--- config.mk ---
export PLATFORM = sky130hd
export DESIGN_NAME = multicycle_controller
export DESIGN_NICKNAME = d
export VERILOG_FILES = /design/src/rtl/cpu_pkg.sv /design/src/rtl/ctrl_decoder.sv /design/src/rtl/multicycle_controller.sv
export SDC_FILE = /design/constraint.sdc
export NUM_CORES = 1
export LEC_CHECK = 0
export CAP_MARGIN = 5
export CORE_UTILIZATION = 30
export DETAILED_ROUTE_END_ITERATION = 16
export MAX_ROUTING_LAYER = met4
export PLACE_DENSITY = 0.59
export SETUP_SLACK_MARGIN = 0.4
export SYNTH_ARGS = -nofsm -noshare
export SYNTH_HDL_FRONTEND = slang
export SYNTH_SLANG_ARGS = --single-unit
export TNS_END_PERCENT = 100
--- constraint.sdc ---
create_clock -name clk -period 3.9 [get_ports clk]
set_input_delay 0.39 -clock clk [delete_from_list [all_inputs] [get_ports clk]]
set_output_delay 0.39 -clock clk [all_outputs]
set_load 0.02 [all_outputs]
--- src/rtl/cpu_pkg.sv ---
// Shared types for the multicycle control path.
// ALU op and state encodings, opcode constants.
package cpu_pkg;

  typedef enum logic [2:0] {
    ALU_ADD = 3'd0,
    ALU_SUB = 3'd1,
    ALU_SLL = 3'd2,
    ALU_XOR = 3'd3,
    ALU_SRL = 3'd4,
    ALU_OR  = 3'd5,
    ALU_AND = 3'd6,
    ALU_SLT = 3'd7
  } alu_op_t;

  typedef enum logic [2:0] {
    S_FETCH  = 3'd0,
    S_DECODE = 3'd1,
    S_EXEC   = 3'd2,
    S_MEM    = 3'd3,
    S_WB     = 3'd4,
    S_TRAP   = 3'd5
  } ctrl_state_t;

  typedef enum logic [2:0] {
    C_RTYPE,
    C_IALU,
    C_LOAD,
    C_STORE,
    C_BRANCH,
    C_JAL,
    C_NOP
  } instr_class_t;

  localparam logic [6:0] OP_RTYPE  = 7'b0110011;
  localparam logic [6:0] OP_IALU   = 7'b0010011;
  localparam logic [6:0] OP_LOAD   = 7'b0000011;
  localparam logic [6:0] OP_STORE  = 7'b0100011;
  localparam logic [6:0] OP_BRANCH = 7'b1100011;
  localparam logic [6:0] OP_JAL    = 7'b1101111;

  // Plain funct3 mapping shared by R-type and I-ALU.
  function automatic alu_op_t funct3_op(input logic [2:0] f3);
    alu_op_t op;
    case (f3)
      3'b000:  op = ALU_ADD;
      3'b001:  op = ALU_SLL;
      3'b010:  op = ALU_SLT;
      3'b011:  op = ALU_SLT;
      3'b100:  op = ALU_XOR;
      3'b101:  op = ALU_SRL;
      3'b110:  op = ALU_OR;
      default: op = ALU_AND;
    endcase
    return op;
  endfunction

endpackage

--- src/rtl/ctrl_decoder.sv ---
// Combinational instruction classifier.
// Produces class, ALU op, operand-B select, illegal flag.
module ctrl_decoder
  import cpu_pkg::*;
(
  input  logic [31:0]  instr,
  output instr_class_t iclass,
  output alu_op_t      alu_op,
  output logic         alu_src_b,
  output logic         illegal
);

  logic [6:0] opcode;
  logic [2:0] funct3;
  logic       unused_bits;

  assign opcode = instr[6:0];
  assign funct3 = instr[14:12];
  assign unused_bits = ^{instr[31], instr[29:15], instr[11:7]};

  // Classify by opcode; only BEQ/BNE are legal branches.
  always_comb begin
    iclass    = C_NOP;
    alu_op    = ALU_ADD;
    alu_src_b = 1'b0;
    illegal   = 1'b0;
    unique case (1'b1)
      (opcode == OP_RTYPE): begin
        iclass = C_RTYPE;
        if (funct3 == 3'b000 && instr[30])
          alu_op = ALU_SUB;
        else
          alu_op = funct3_op(funct3);
      end
      (opcode == OP_IALU): begin
        iclass    = C_IALU;
        alu_op    = funct3_op(funct3);
        alu_src_b = 1'b1;
      end
      (opcode == OP_LOAD): begin
        iclass    = C_LOAD;
        alu_src_b = 1'b1;
      end
      (opcode == OP_STORE): begin
        iclass    = C_STORE;
        alu_src_b = 1'b1;
      end
      (opcode == OP_BRANCH): begin
        iclass  = C_BRANCH;
        alu_op  = ALU_SUB;
        illegal = (funct3[2:1] != 2'b00);
      end
      (opcode == OP_JAL): begin
        iclass = C_JAL;
      end
      default: begin
        illegal = 1'b1;
      end
    endcase
  end

endmodule

--- src/rtl/multicycle_controller.sv ---
// Multicycle RV32 subset control FSM, one instr in flight.
// ILLEGAL_TRAP_EN: illegal instr halts in TRAP until reset.
module multicycle_controller
  import cpu_pkg::*;
#(
  parameter int RETIRE_W = 32
) (
  input  logic                clk,
  input  logic                reset,
  input  logic [31:0]         instruction,
  input  logic                imem_ready,
  input  logic                dmem_ready,
  input  logic                alu_zero,
  output logic                imem_req,
  output logic                dmem_req,
  output logic                dmem_we,
  output logic                ir_write,
  output logic                pc_write,
  output logic                reg_write,
  output logic                pc_src,
  output logic                alu_src_b,
  output logic                result_src,
  output logic [2:0]          alu_op,
  output logic [2:0]          state,
  output logic                trap,
  output logic [RETIRE_W-1:0] retired
);

  ctrl_state_t  st;
  ctrl_state_t  st_nx;
  logic [31:0]  ir;
  instr_class_t cls;
  alu_op_t      dec_op;
  logic         dec_srcb;
  logic         dec_ill;
  logic         br_taken;

  ctrl_decoder u_dec (
    .instr     (ir),
    .iclass    (cls),
    .alu_op    (dec_op),
    .alu_src_b (dec_srcb),
    .illegal   (dec_ill)
  );

  assign state     = st;
  assign alu_op    = dec_op;
  assign alu_src_b = dec_srcb;
  assign br_taken  = ir[12] ? ~alu_zero : alu_zero;

  // State register.
  always_ff @(posedge clk or posedge reset) begin
    if (reset) st <= S_FETCH;
    else       st <= st_nx;
  end

  // Instruction register, loaded on fetch completion.
  always_ff @(posedge clk or posedge reset) begin
    if (reset)         ir <= '0;
    else if (ir_write) ir <= instruction;
  end

  // Retired counter, one per PC update.
  always_ff @(posedge clk or posedge reset) begin
    if (reset)         retired <= '0;
    else if (pc_write) retired <= retired + RETIRE_W'(1);
  end

  // Next state and strobes.
  always_comb begin
    st_nx      = st;
    imem_req   = 1'b0;
    dmem_req   = 1'b0;
    dmem_we    = 1'b0;
    ir_write   = 1'b0;
    pc_write   = 1'b0;
    reg_write  = 1'b0;
    pc_src     = 1'b0;
    result_src = 1'b0;
    trap       = 1'b0;
    unique case (st)
      S_FETCH: begin
        imem_req = 1'b1;
        if (imem_ready) begin
          ir_write = ~reset;
          st_nx    = S_DECODE;
        end
      end
      S_DECODE: begin
`ifdef ILLEGAL_TRAP_EN
        st_nx = dec_ill ? S_TRAP : S_EXEC;
`else
        st_nx = S_EXEC;
`endif
      end
      S_EXEC: begin
        if (dec_ill) begin
          pc_write = 1'b1;
          st_nx    = S_FETCH;
        end else if (cls == C_BRANCH) begin
          pc_write = 1'b1;
          pc_src   = br_taken;
          st_nx    = S_FETCH;
        end else if (cls == C_LOAD || cls == C_STORE) begin
          st_nx = S_MEM;
        end else begin
          st_nx = S_WB;
        end
      end
      S_MEM: begin
        dmem_req = 1'b1;
        dmem_we  = (cls == C_STORE);
        if (dmem_ready) begin
          if (cls == C_STORE) begin
            pc_write = 1'b1;
            st_nx    = S_FETCH;
          end else begin
            st_nx = S_WB;
          end
        end
      end
      S_WB: begin
        reg_write  = (ir[11:7] != 5'd0);
        pc_write   = 1'b1;
        pc_src     = (cls == C_JAL);
        result_src = (cls == C_LOAD);
        st_nx      = S_FETCH;
      end
      S_TRAP: begin
`ifdef ILLEGAL_TRAP_EN
        trap = 1'b1;
`else
        st_nx = S_FETCH;
`endif
      end
      default: begin
        st_nx = S_FETCH;
      end
    endcase
  end

endmodule

## After elaboration in Yosys (flattened, before gate mapping)

Cells that the tools add are included.

| cells by class | value |
|---|---|
| add/subtract/negate cells | 1 |
| equal/unequal tests | 22 |
| muxes and demuxes | 29 |
| reduce and logical (&&, ||, !) cells | 10 |
| bitwise logic cells | 2 |

Operators by type and width:

| cell | count |
|---|---|
| 3-bit case mux with 6 select lines | 2 |
| 32-bit by 1-bit adder with 32-bit output (second input constant) | 1 |
| 3-bit 2-to-1 mux | 7 |
| 3-bit by 2-bit equality test with 1-bit output (second input constant) | 6 |
| 3-bit equality test (second input constant) | 6 |
| 1-bit 2-to-1 mux | 15 |
| 7-bit by 6-bit equality test with 1-bit output (second input constant) | 2 |
| 7-bit equality test (second input constant) | 2 |
| 3-bit case mux with 4 select lines | 1 |
| 3-bit case mux with 3 select lines | 1 |
| 7-bit by 2-bit equality test with 1-bit output (second input constant) | 1 |
| 7-bit by 5-bit equality test with 1-bit output (second input constant) | 1 |
| 3-bit by 1-bit equality test with 1-bit output (second input constant) | 2 |
| 3-bit zero test | 2 |
| 5-bit nonzero test | 1 |
| 5-bit OR reduction | 1 |
| 2-bit inequality test (second input constant) | 2 |
| 1-bit case mux with 2 select lines | 2 |
| 1-bit case mux with 3 select lines | 1 |
| 3-bit OR reduction | 1 |
| 1-bit NOT | 2 |
| 2-bit AND reduction | 1 |
| 2-bit nonzero test | 1 |
| 2-bit OR reduction | 1 |
| 2 further kinds | 2 |

| word-level totals | value |
|---|---|
| word-level logic and storage cells | 67 |
| flip-flop bits (word level) | 66 |
| output and inout bits | 48 |

## Depth between registers and ports, before layout

| logic depth | value |
|---|---|
| depth in word-level cells | 8 |
| depth in mapped cells | 8 |
| depth with buffers taken out | 6 |

## Modules after synthesis

Synthesis repeated with hierarchy kept, for this count alone.

| second synthesis, totals | value |
|---|---|
| cell total of the unflattened synthesis | 338 |
| area, all modules | 3,251.9 µm² |

Modules (own cells, without submodules):

| module | seq. area each (µm²) | cells each | instances | area each (µm²) |
|---|---|---|---|---|
| multicycle_controller | 1,676.6 | 309 | 1 | 3,075.4 |
| ctrl_decoder | 0.0 | 29 | 1 | 176.4 |

## Worst setup path before layout

OpenSTA, ideal clock, no wires.

| path | value |
|---|---|
| path kind | reg2reg |
| start | register st[0] (netlist: state[0]) |
| end | register ir[0] |
| path buffers | 2 |
| data required time | 3,775 ps |
| data arrival time | 2,296 ps |
| path slack | 1,479 ps |
| stages on the path, launching flop included | 7 |
| path through | dfrtp_1 buf_4 nor3_1 nand2_1 nor2_2 buf_2 mux2_2 |

| on the way | value |
|---|---|
| word-level cells in the longest chain between the ends | 2 |

RTL lines:

| what | line | RTL |
|---|---|---|
| start, declared | multicycle_controller.sv:29 | `ctrl_state_t st;` |
| start signal, assigned | multicycle_controller.sv:54 | `else st <= st_nx;` |
| 3-bit zero test | multicycle_controller.sv:81 | `unique case (st)` |
| 1-bit 2-to-1 mux | multicycle_controller.sv:81 |  |
| via ir_write | multicycle_controller.sv:17 | `output logic ir_write,` |
| end signal, assigned | multicycle_controller.sv:60 | `else if (ir_write) ir <= instruction;` |
| end, declared | multicycle_controller.sv:31 | `logic [31:0] ir;` |

The timed path passes the listed nets, and every way through them passes these cells.
A chain may end at the register's enable or synchronous reset.

## Worst setup path in the final report

| path | value |
|---|---|
| start | register st[0] (netlist: state[0]) |
| end | output port pc_write |

| on the way | value |
|---|---|
| word-level cells in the longest chain between the ends | 2 |
| elaborated cells between the ends (all ways) | 4 |

RTL lines:

| what | line | RTL |
|---|---|---|
| 3-bit equality test or 3-bit by 2-bit equality test with 1-bit output (tied branches) | multicycle_controller.sv:81 |  |
| 1-bit case mux with 3 select lines (*) | multicycle_controller.sv:81 |  |
| end, declared | multicycle_controller.sv:18 | `output logic pc_write,` |

Every way passes the cells marked *; elsewhere a longest branch is shown, timed or not.

==> impl_metrics.yaml <==
synth:
  syn_area_per_cell_um2: 10.8
  synth-seq-cells: 51
  async_flop_share_pct: 100
  synth_seq_area_share_pct: 50.4
  synth_cell_types: 40
  synth_area_um2: 2530
  ys_warn_count: 0
  synthCells: 235
  synth_edf_count: 0
  synthFlopType: "dfrtp_1"
  synth_nets: 273
setup_path:
  reg2reg_setup_slack_ps: 1700
  crit_slowest_cell: "clkdlybuf4s50_1"
  crit-reg2reg-launch: "state[0]"
  worstReg2RegEnd: "retired[17]"
  end_kind: "primary output"
  crit_fanout: 23
  crit_type: "register to primary output"
  crit_chain: "nand3b_1, or4_1, and3_4, inv_2, clkdlybuf4s50_1"
  worstPathArrival_ps: 2740
  rr_worst_depth: 6
  critPathRequiredTime_ps: 3510
  critPathMaxStageDelay_ps: 680
  setup.worst_path.start_class: "register"
floorplan:
  io_pins: 85
  die_x_um: 93.9
  fp.dieH_um: 93.9
  coreArea_um2: 8180
  start_util_pct: 31.0
  dieArea_um2: 8810
  rows: 33
routing:
  ant_nets: 0
  route.vias.total: 1952
  drtIter0Drc: 79
  first_pass_iters: 10
  drc_errors: 2
  drt_wl_total_um: 5570
  via_per_inst: 4.82
  wl_per_cell_um: 13.8
place:
  post-place-ws_ps: 864
  io_buffers: 67
  routabilityCongestion: 0.814
  place_area_um2: 3270
  hpwl_um: 4040
global_routing:
  antenna_found_initial: 0
  grt_max_degree: 52
  grtUsageTotal_pct: 13.9
  grt_pass1_wl_um: 9270
  grt_remaining_overflow: 0
  grt_pass1_vias: 1860
clock_network:
  post_cts_buffers: 0
  ctsHoldBuffers: 0
  clk_path_buf_depth: 2
  ctsRootBufferMaster: "clkbuf_8"
  cts_tree: "done"
  cts-buffers-inserted: 5
  insertion_delay_ps: 310
  clkTransAtPathRegs_ps: 90
  h-tree-depth: 2
  cts.repair.resized: 0
  clock_sinks: 51
timing:
  fin_crit_sh_pct: 80.3
  worstMarginPinSlew_ps: 1070
  max_freq_mhz: 319
  final.min_clock_period_ps: 3130
  setup_slack_ps: 770
  setup_tns_ps: 0
  clock_skew_ps: 8.70
  slew_headroom_pct: 28.4
  finalSetupViolations: 0
  hold_violations: 0
  slew_violations: 0
  rsz0062_at_grt: "false"
power_and_ir_drop:
  power_density_nw_per_um2: 532
  p_leak_uw: 0.00127
  ir_drop_uv: 241
  totalPowerFinal_uw: 1790
final_layout:
  finish.utilization_pct: 41.2
  final_common_cell: "clkdlybuf4s50_1"
  final_nets: 337
  antennaDiodeCount: 0
  area_growth_pct: 33.2
  fin_area_um2: 3370
  final_cell_mix: "clkdlybuf4s50_1 (67), dfrtp_1 (51), xnor2_1 (23), nand4_1 (18), nand2_1 (17)"
  fill_cells: 819
  drive_gt1_share_pct: 12.0
worst_hold_path:
  hold_path_end: "retired[31]"
  hold_path_depth: 1
  hp-start: "retired[31]"
  worstHoldPathType: "register to register"
run:
  maxCapViolCount: 0
status:
  run_status: "finished, violations left"
  violations: "DRC"
## flip-flops by register name, summed over array words and instances, names as in the netlist
register  flops
retired      32
ir           16
state         3
## how the worst max path moves through the flow
| stage | from | slack (ps) | endpoint |
|---|---|---|---|
| 2_1_floorplan | state[0] | 1480 | ir[0] |
| 3_3_place_gp | dmem_ready | 860 | pc_write |
| 3_5_place_dp | dmem_ready | 860 | pc_write |
| 4_1_cts | ir[3] | 750 | pc_write |
| 5_1_grt | state[0] | 610 | pc_write |
| 6_report | state[0] | 770 | pc_write |
## cell type report
type	count	area [µm²]	area share, %
clock buffers	6	82.6	2.45
clock inverters	2	16.3	0.483
inverters	6	22.5	0.668
multi-input cells	166	1160	34.3
flip-flops and latches	51	1280	37.9
well taps	105	131	3.90
repair buffers	69	686	20.3
## worst max-delay path, delay by kind of cell (launching register included)
family	cells	cell delay, ps
buf+inv	2	1000
simple gates	3	910
flops	1	540
## layer usage
layer	GRT usage, %	routed length (µm)
met1	18.8	2660
met2	21.2	2600
met3	2.83	269
met4	3.46	36
met5	-	0
## per-stage QoR
stage | std cells | hold slack, ps
after floorplan | 235 | 481
after global placement | 397 | 480
after detailed placement | 397 | 492
after CTS | 405 | 507
after global routing | 405 | 525
final | 405 | 491
## power breakdown
part | switching (µW) | internal, µW
combinational | 337 | 317
clock | 180 | 145
sequential | 160 | 653
## kinds of logic after synthesis
| kind of cell | after synthesis | synth area share (%) |
|---|---|---|
| flip-flops | 51 | 50.4 |
| XOR/XNOR | 33 | 11.4 |
| AND/OR/NAND/NOR | 102 | 23.6 |
| other | 1 | 0.148 |
| adder cells (fa/ha/maj) | 1 | 0.494 |
| multiplexers | 15 | 6.67 |
| AO/OA/AOI/OAI | 14 | 3.36 |
| buffers and inverters | 18 | 3.90 |
## synth_stat cells (2+ instances only)
cell | instances | area (µm²)
dfrtp_1 | 51 | 1280
xnor2_1 | 23 | 201
nand4_1 | 18 | 113
nand2_1 | 17 | 63.8
mux2_2 | 15 | 169
nand3_1 | 13 | 65.1
nor2_1 | 11 | 41.3
xor2_1 | 10 | 87.6
and3_1 | 7 | 43.8
nor3_1 | 7 | 35.0
nor3_2 | 6 | 60.1
a21oi_1 | 5 | 25.0
clkbuf_1 | 5 | 18.8
inv_1 | 5 | 18.8
nand3b_1 | 4 | 30.0
nor4_1 | 4 | 25.0
and4_1 | 3 | 26.3
buf_6 | 3 | 33.8
nand2b_1 | 3 | 18.8
o21ai_0 | 3 | 15.0
and2_1 | 2 | 12.5
buf_4 | 2 | 15.0
Power figures use the tool's default switching activity.
